--- src/rtl/serial_tx_ctrl_pkg.sv ---
// Shared constants for the 4-bit serial transmitter: word width and FSM state encoding.
package serial_tx_ctrl_pkg;

    localparam int WORD_W    = 4;
    localparam int BIT_CNT_W = 2;
    localparam int GAP_CNT_W = 4;

    typedef logic [2:0] state_t;

    localparam state_t ST_IDLE  = 3'd0;
    localparam state_t ST_START = 3'd1;
    localparam state_t ST_DATA  = 3'd2;
    localparam state_t ST_STOP  = 3'd3;
    localparam state_t ST_GAP   = 3'd4;

endpackage

--- src/rtl/piso_shift4.sv ---
// 4-bit parallel-in/serial-out shift register; load wins over shift, left shift toward bit 3.
module piso_shift4
    import serial_tx_ctrl_pkg::*;
(
    input  logic              clk,
    input  logic              reset_n,
    input  logic              ShiftIn,
    input  logic [WORD_W-1:0] ParallelIn,
    input  logic              load,
    input  logic              ShiftEn,
    output logic              ShiftOut,
    output logic [WORD_W-1:0] RegContent
);

    logic [WORD_W-1:0] content_d;
    logic [WORD_W-1:0] content_q;

    always_comb begin
        content_d = content_q;
        if (load) begin
            content_d = ParallelIn;
        end else if (ShiftEn) begin
            content_d = {content_q[WORD_W-2:0], ShiftIn};
        end
    end

    always_ff @(posedge clk or negedge reset_n) begin
        if (!reset_n) begin
            content_q <= '0;
        end else begin
            content_q <= content_d;
        end
    end

    assign ShiftOut   = content_q[WORD_W-1];
    assign RegContent = content_q;

endmodule

--- src/rtl/serial_tx_ctrl.sv ---
// Framed serial transmitter: start bit, 4 data bits MSB first, stop bit, optional idle gap.
//
// state | meaning
// IDLE  | line high, tx_ready=1, waiting for tx_valid
// START | start bit (line low) for one cycle
// DATA  | four data bits from shift register bit 3, one per cycle
// STOP  | stop bit (line high), tx_done pulse
// GAP   | line high for GAP_CYCLES cycles before returning to IDLE
module serial_tx_ctrl
    import serial_tx_ctrl_pkg::*;
#(
    parameter int unsigned GAP_CYCLES = 0
) (
    input  logic              clk,
    input  logic              reset_n,
    input  logic [WORD_W-1:0] tx_data,
    input  logic              tx_valid,
    output logic              tx_ready,
    output logic              ser_out,
    output logic              ser_frame,
    output logic              tx_done,
    output logic              busy
);

    localparam logic [GAP_CNT_W-1:0] GAP_LOAD =
        (GAP_CYCLES > 0) ? GAP_CNT_W'(GAP_CYCLES - 1) : '0;

    state_t                 state_d,   state_q;
    logic [BIT_CNT_W-1:0]   bit_cnt_d, bit_cnt_q;
    logic [GAP_CNT_W-1:0]   gap_cnt_d, gap_cnt_q;
    logic                   load;
    logic                   shift_en;
    logic [WORD_W-1:0]      reg_content;
    logic                   unused_shift_out;

    always_comb begin
        state_d   = state_q;
        bit_cnt_d = bit_cnt_q;
        gap_cnt_d = gap_cnt_q;
        load      = 1'b0;
        shift_en  = 1'b0;
        case (state_q)
            ST_IDLE: begin
                if (tx_valid) begin
                    load    = 1'b1;
                    state_d = ST_START;
                end
            end
            ST_START: begin
                bit_cnt_d = '0;
                state_d   = ST_DATA;
            end
            ST_DATA: begin
                shift_en  = 1'b1;
                bit_cnt_d = bit_cnt_q + 2'd1;
                if (bit_cnt_q == 2'd3) begin
                    state_d = ST_STOP;
                end
            end
            ST_STOP: begin
                if (GAP_CYCLES > 0) begin
                    gap_cnt_d = GAP_LOAD;
                    state_d   = ST_GAP;
                end else begin
                    state_d = ST_IDLE;
                end
            end
            ST_GAP: begin
                // loaded with GAP_CYCLES-1 so the terminal count lands on the last gap cycle
                if (gap_cnt_q == '0) begin
                    state_d = ST_IDLE;
                end else begin
                    gap_cnt_d = gap_cnt_q - 4'd1;
                end
            end
            default: state_d = ST_IDLE;
        endcase
    end

    always_ff @(posedge clk or negedge reset_n) begin
        if (!reset_n) begin
            state_q   <= ST_IDLE;
            bit_cnt_q <= '0;
            gap_cnt_q <= '0;
        end else begin
            state_q   <= state_d;
            bit_cnt_q <= bit_cnt_d;
            gap_cnt_q <= gap_cnt_d;
        end
    end

    piso_shift4 u_shift (
        .clk        (clk),
        .reset_n    (reset_n),
        .ShiftIn    (1'b0),
        .ParallelIn (tx_data),
        .load       (load),
        .ShiftEn    (shift_en),
        .ShiftOut   (unused_shift_out),
        .RegContent (reg_content)
    );

    always_comb begin
        ser_out   = 1'b1;
        ser_frame = 1'b0;
        tx_done   = 1'b0;
        case (state_q)
            ST_START: ser_out = 1'b0;
            ST_DATA: begin
                ser_out   = reg_content[WORD_W-1];
                ser_frame = 1'b1;
            end
            ST_STOP: tx_done = 1'b1;
            default: ;
        endcase
    end

    assign tx_ready = (state_q == ST_IDLE);
    assign busy     = (state_q != ST_IDLE);

endmodule
--- config.mk ---
export PLATFORM = sky130hd
export DESIGN_NAME = serial_tx_ctrl
export DESIGN_NICKNAME = d
export VERILOG_FILES = /design/src/rtl/serial_tx_ctrl_pkg.sv /design/src/rtl/piso_shift4.sv /design/src/rtl/serial_tx_ctrl.sv
export SDC_FILE = /design/constraint.sdc
export NUM_CORES = 1
export LEC_CHECK = 0
export ABC_AREA = 0
export BUFFER_PORTS_ARGS = -buffer_cell sky130_fd_sc_hd__buf_4
export CORE_AREA = 2 2 39 41
export CTS_CLUSTER_SIZE = 8
export DETAILED_ROUTE_END_ITERATION = 10
export DIE_AREA = 0 0 41 43
export GPL_ROUTABILITY_DRIVEN = 0
export GPL_TIMING_DRIVEN = 0
export PLACE_DENSITY = 0.67
export SYNTH_ARGS = -nofsm -noshare
export SYNTH_HDL_FRONTEND = slang
export SYNTH_SLANG_ARGS = --single-unit
--- constraint.sdc ---
create_clock -name clk -period 3.96 [get_ports clk]
set_clock_uncertainty 0.2 [all_clocks]
set_input_delay 0 -clock clk [delete_from_list [all_inputs] [get_ports clk]]
set_output_delay 0 -clock clk [all_outputs]
set_load 0.05 [all_outputs]
==> results of run 1 <==
## path summary, 6_finish.rpt
path	start	to	slack [ns]	depth (start not counted)
min	tx_data[1]	u_shift.RegContent[1]	0.31	4
max reg2reg	state_q[1]	state_q[1]	2.28	5
max	state_q[1]	state_q[1]	2.28	5
min reg2reg	bit_cnt_q[1]	bit_cnt_q[1]	0.33	2
min in group asynchronous	reset_n	state_q[0]	0.52	3
max in group asynchronous	reset_n	u_shift.RegContent[1]	2.77	3
## cells in the mapped netlist
| master | number |
|---|---|
| dfrtp_1 | 8 |
| mux2_4 | 1 |
| o32ai_1 | 1 |
| nor2b_4 | 1 |
| buf_6 | 1 |
| nand3_1 | 2 |
| o21ai_0 | 6 |
| clkbuf_2 | 1 |
| nand2_1 | 5 |
| mux2i_1 | 4 |
| o21ai_1 | 1 |
| a21oi_2 | 1 |
| and2_0 | 1 |
| inv_1 | 6 |
| nand2b_1 | 1 |
| ha_1 | 8 |
## cell type report
type / instances / share of cell area
Buffer: 2 / 0.02334
Multi-Input combinational cell: 32 / 0.3770
Clock buffer: 3 / 0.03232
Tap cell: 16 / 0.02873
Timing Repair Buffer: 18 / 0.2190
Sequential cell: 8 / 0.2873
Inverter: 6 / 0.03232
## critical path: cells and delay by family (launching register included)
family / cells / cell delay [ns]
buffers and inverters: 1 / 0.11
muxes: 1 / 0.31
adders and majority gates: 1 / 0.22
DFF: 1 / 0.45
AOI/OAI and AO/OA: 1 / 0.14
and+or+nand+nor: 1 / 0.14
## cell families (layout without fill, tap and decap cells)
logic type | Yosys count | count (layout)
compound gates | 9 | 9
fa+ha+maj | 8 | 8
buf+inv | 8 | 29
flops | 8 | 8
mux | 5 | 5
simple gates | 10 | 10
## routing by layer
| metal | track usage | vias up |
|---|---|---|
| met3 | 0.03141 | 4 |
| met4 | 0.08000 | 0 |
| met5 | 0 | - |
| met1 | 0.1656 | 173 |
| li1 | - | 200 |
| met2 | 0.1906 | 6 |
## power groups by stage
stage | Sequential [mW] | Clock, mW | Combinational [mW]
2_1_floorplan | 0.143 | 0 | 0.297
3_3_place_gp | 0.151 | 0 | 0.367
3_5_place_dp | 0.152 | 0 | 0.369
4_1_cts | 0.150 | 0.0652 | 0.376
5_1_grt | 0.153 | 0.0682 | 0.412
6_report | 0.150 | 0.0614 | 0.372
## sequential cells by signal, indices dropped and copies added, names as in the netlist
name                flops
bit_cnt_q               2
state_q                 2
u_shift.RegContent      4
## layout by cell type (no fill, tap or decap), types with 2 or more instances in the layout
master	instances
clkbuf_4	3
dfrtp_1	8
nand2_1	5
buf_4	11
ha_1	8
mux2i_1	4
nand3_1	2
o21ai_0	6
inv_1	6
dlygate4sd3_1	7
## through the flow
| step | setup WS [ns] | std cells | cell area (sq um) | power, mW | hold slack [ns] |
|---|---|---|---|---|---|
| final | 2.278 | 85 | 696.9 | 0.5828 | 0.3090 |
| after detailed placement | 2.267 | 75 | 604.3 | 0.5213 | -0.3740 |
| after CTS | 2.268 | 85 | 696.9 | 0.5918 | 0.2986 |
| after global routing | 2.198 | 85 | 696.9 | 0.6336 | 0.3393 |
| after global placement | 2.273 | 75 | 604.3 | 0.5180 | -0.3764 |
| after floorplan | 1.683 | 48 | 501.7 | 0.4400 | -0.4956 |
==> key figures, run 1 <==
Clock network
  – Clock Latency Late Sink: 0.25 ns
  – Htree depth: 1
  – Hold buffers post-CTS: 7
  – CTS tree: built
  – Clock Sinks: 8
  – Clock-pin slew on the worst setup and hold paths: 0.06 ns
  – Post CTS Setup Buffer Count: 0
  – Clock Path Buffers: 2
  – # resized after CTS: 0
  – Root Buffer: clkbuf_4
  – Num CTS Buffers: 3

Synth
  – Top post-synthesis cells by area: dfrtp_1 (40%), ha_1 (20%), mux2i_1 (8.0%)
  – Syn. warnings: 0
  – Xor and xnor area share after synthesis: 0
  – Unique cell type count in the Yosys netlist: 16
  – Cell taking the most area after synthesis: dfrtp_1
  – Combinational family with the most area after synthesis: adder cells
  – Register area share after synthesis: 0.3990
  – Cells after Synth: 48
  – Synth Area in Adders: 0.1995
  – Proportion of synthesized area in mux cells: 0.1097
  – Mean post-synth cell area: 10.45 sq um
  – Top-area cell type share of the netlist area: 0.3990
  – Syn nets: 63
  – Syn Std Cell Area: 501.7 sq um
  – Simple-gate portion of the synthesized area: 0.1097
  – Area fraction in compound gates after synthesis: 0.1047
  – #FFs+latches synth: 8

Die
  – Die Area: 1763 sq um
  – Row cnt: 14
  – Die height: 43 microns
  – Num ports: 12
  – Chip width: 41 microns
  – Initial Util: 0.3626
  – Core Footprint: 1384 sq um

Cells and area
  – Share of post-route cells with drive strength above 1: 0.2754
  – Register area: 200.2 sq um
  – Final core occ: 0.5036
  – Nets: 86
  – Total of fill cells in the finished design: 136
  – Diode count: 0
  – Area taken by multi-input logic gates: 262.8 sq um
  – Synth-to-layout area growth: 38.90%

Global routing
  – Total grt overflow: 0
  – Vias in the first global route: 357
  – Antenna violations before repair: 0
  – First-pass GRT wire length: 1511 microns
  – GRT Total Usage: 0.1307
  – Largest net degree at the start of global routing: 9

Power and ir drop
  – VDD IR-drop max: 0.3729 mV
  – P_int: 0.3067 mW
  – Sw Pwr: 0.2761 mW
  – Leak: 0.3452 nW
  – Switching share of power: 0.4737
  – Combinational Power Share: 0.638
  – Clock power frac: 0.105
  – PD cells: 836.2 nW/um^2
  – Reg power frac: 0.257

STA
  – Slew @ Worst Pin: 0.3688 ns
  – Minimum clock period: 1.682 ns
  – Peak Freq: 594.5 MHz
  – Setup_tns: 0 ns
  – Max-slew violations: 0
  – Tcrit/Tclk final: 0.4248
  – Final hold vios: 0
  – RSZ-0062 raised after global routing: no
  – Normalized max-slew margin: 0.7533
  – Final setup violation count: 0

Route
  – DR vias: 383
  – Initial drt markers: 1
  – WL met2: 467 microns
  – Residual DRC: 0
  – DR WL/cell: 10.55 microns
  – Met3 WL post-DR: 24 microns
  – DRT antenna net count: 0
  – Drt first pass iters: 2
  – Drt total wl: 897 microns
  – Via density: 4.506
  – Max Used Layer: met4
  – Metal-1 WL: 386 microns

Critical path
  – Critical path's slowest cell: dfrtp_1
  – Worst path cell trace: inv_1 -> ha_1 -> nor2b_4 -> a21oi_2 -> mux2_4
  – Critical path startpoint category: register
  – Data arrival, critical path: 1.62 ns
  – Kind of end point of the critical path: register
  – CP max stage delay: 0.45 ns
  – Crit Path Class: reg -> reg
  – Largest fanout on the critical path: 6
  – Crit path required time: 3.90 ns

Placed design
  – DP HPWL: 632.8 microns
  – Port-buffer cells: 11

Min path
  – Hold WC Path Type: in -> reg

Outcome
  – Outcome: completed

Job
  – Max-Cap Viols: 0
No activity file was read; power rests on OpenSTA's default activity.
==> inputs of run 2 (changes only) <==
==> constraint.sdc (replaced) <==
create_clock -name clk -period 1.7 [get_ports clk]
set_clock_uncertainty 0.2 [all_clocks]
set_input_delay 0 -clock clk [delete_from_list [all_inputs] [get_ports clk]]
set_output_delay 0 -clock clk [all_outputs]
set_load 0.05 [all_outputs]
==> run 2 against run 1 <==
Effect of this change:
- sequential share of layout area is 0.43 points lower
- register-to-register slack worse by 2.2 ns
- setup slack worse by 2.2 ns
- first-iteration DRC count is 100% higher
- critical path type unchanged
- final cell count is 1.2% higher
- combinational power is 150% higher
==> key figures, run 2 (synthesis gave the netlist of run 1 again) <==
STA
  – Final setup violation count: 0
  – Minimum clock period: 1.631 ns
  – Max-slew violations: 0
  – Tcrit/Tclk final: 0.9595
  – Slew @ Worst Pin: 0.3973 ns
  – Normalized max-slew margin: 0.7342
  – RSZ-0062 raised after global routing: no
  – Hold Slack: 0.3033 ns
  – Peak Freq: 613.0 MHz
  – Setup_tns: 0 ns
  – Final hold vios: 0

Placed design
  – DP HPWL: 642.5 microns
  – Port-buffer cells: 11

Global routing
  – First-pass GRT wire length: 1566 microns
  – Vias in the first global route: 428
  – Largest net degree at the start of global routing: 9
  – Antenna violations before repair: 0
  – Total grt overflow: 0
  – GRT Total Usage: 0.1326

Power and ir drop
  – PD cells: 1971 nW/um^2
  – Leak: 0.3492 nW
  – VDD IR-drop max: 0.7852 mV

Route
  – Drt total wl: 922 microns
  – Metal-1 WL: 406 microns
  – Residual DRC: 0
  – Met3 WL post-DR: 22 microns
  – Drt first pass iters: 3
  – WL met2: 493 microns
  – Max Used Layer: met3
  – DRT antenna net count: 0
  – Initial drt markers: 2
  – DR vias: 397
  – Via density: 4.616
  – DR WL/cell: 10.72 microns

Critical path
  – Worst reg2reg setup slack: 0.07 ns
  – Largest fanout on the critical path: 6
  – R2R Path Start: state_q[1]
  – Crit Path Class: reg -> reg
  – Reg2Reg Depth: 5
  – Worst path cell trace: inv_1 -> ha_1 -> nor2b_4 -> a21oi_2 -> mux2_4
  – RR Endpoint: state_q[1]
  – Crit path required time: 1.64 ns
  – Critical path's slowest cell: dfrtp_2
  – CP max stage delay: 0.42 ns
  – Buffers plus inverters on the worst setup path: 1
  – Critical path startpoint category: register
  – Data arrival, critical path: 1.57 ns
  – Kind of end point of the critical path: register
  – Top Family by Delay on Critical Path: flip-flops

Die
  – Initial Util: 0.3626
  – Die height: 43 microns
  – Num ports: 12
  – Core Footprint: 1384 sq um
  – Chip width: 41 microns
  – Die Area: 1763 sq um
  – Row cnt: 14

Cells and area
  – Share of post-route cells with drive strength above 1: 0.3286
  – Synth-to-layout area growth: 41.90%
  – Diode count: 0
  – Max reg flops: 4
  – Nets: 87
  – Commonest cells after routing, fill and taps aside: buf_4 (12), ha_1 (7), dfrtp_1 (7), dlygate4sd3_1 (7), inv_1 (6)
  – Commonest non-fill, non-tap cell in the layout: buf_4

Clock network
  – Clock Latency Late Sink: 0.25 ns
  – Clock-pin slew on the worst setup and hold paths: 0.06 ns
  – Htree depth: 1
  – Clock Path Buffers: 2
  – Clock Sinks: 8
  – Num CTS Buffers: 3
  – CTS tree: built
  – Root Buffer: clkbuf_4

Job
  – Max-Cap Viols: 0

Min path
  – Hold endpoint: u_shift.RegContent[2]
  – Hold path start: tx_data[2]
  – Worst hold path cell count: 4
  – Hold WC Path Type: in -> reg

Outcome
  – Outcome: completed
-- run 2: routing by layer --
metal / global-route usage / up-vias
met4: 0.1000 / 0
li1: - / 202
met2: 0.2156 / 5
met1: 0.1353 / 190
met5: 0 / -
met3: 0.03141 / 0
-- run 2: how the worst max path moves through the flow --
stage / startpoint / cells after the start / slack (ns) / end
after detailed placement: state_q[0] / 5 / 0.001 / state_q[1]
after global routing: state_q[0] / 5 / 0.0006 / state_q[1]
after CTS: state_q[1] / 5 / 0.01 / state_q[1]
after global placement: state_q[1] / 5 / 0.03 / state_q[1]
after floorplan: state_q[0] / 4 / 0.05 / ser_out
final: state_q[1] / 5 / 0.07 / state_q[1]
-- run 2: layout make-up --
cell class / count / area [sq um]
fillers: 127 / 671.9
multi-input cells: 32 / 269.0
flip-flops and latches: 8 / 201.4
repair buffers: 19 / 160.2
clock buffers: 3 / 22.52
inverters: 6 / 22.52
well taps: 16 / 20.02
plain buffers: 2 / 16.27
-- run 2: tightest hold or removal path: stages --
cell and delay (ns):
dlygate4sd3_1 0.52, buf_4 0.09, nand2_1 0.04, o21ai_0 0.06
-- run 2: through the flow --
| step | instance area [sq um] | utilization | power, mW | std cells | setup slack [ns] |
|---|---|---|---|---|---|
| after global placement | 608.1 | 0.4394 | 1.220 | 75 | 0.03003 |
| final | 711.9 | 0.5145 | 1.403 | 86 | 0.06878 |
| after global routing | 711.9 | 0.5145 | 1.524 | 86 | 0.0006271 |
| after floorplan | 505.5 | - | 1.040 | 48 | 0.04867 |
| after CTS | 708.2 | 0.5118 | 1.413 | 86 | 0.01098 |
| after detailed placement | 608.1 | 0.4394 | 1.235 | 75 | 0.001280 |
-- run 2: power breakdown --
part / total [mW] / switching [mW] / internal (mW)
clock: 0.144 / 0.0636 / 0.0807
sequential: 0.344 / 0.0602 / 0.284
combinational: 0.915 / 0.538 / 0.377
-- run 2: repair_timing --
action                                  CTS  global route
gates resized for setup                   0             2
hold buffers                              7             0
hold endpoints to repair                 13             0
endpoints found under the setup margin    1             2
buffers inserted                          1             0
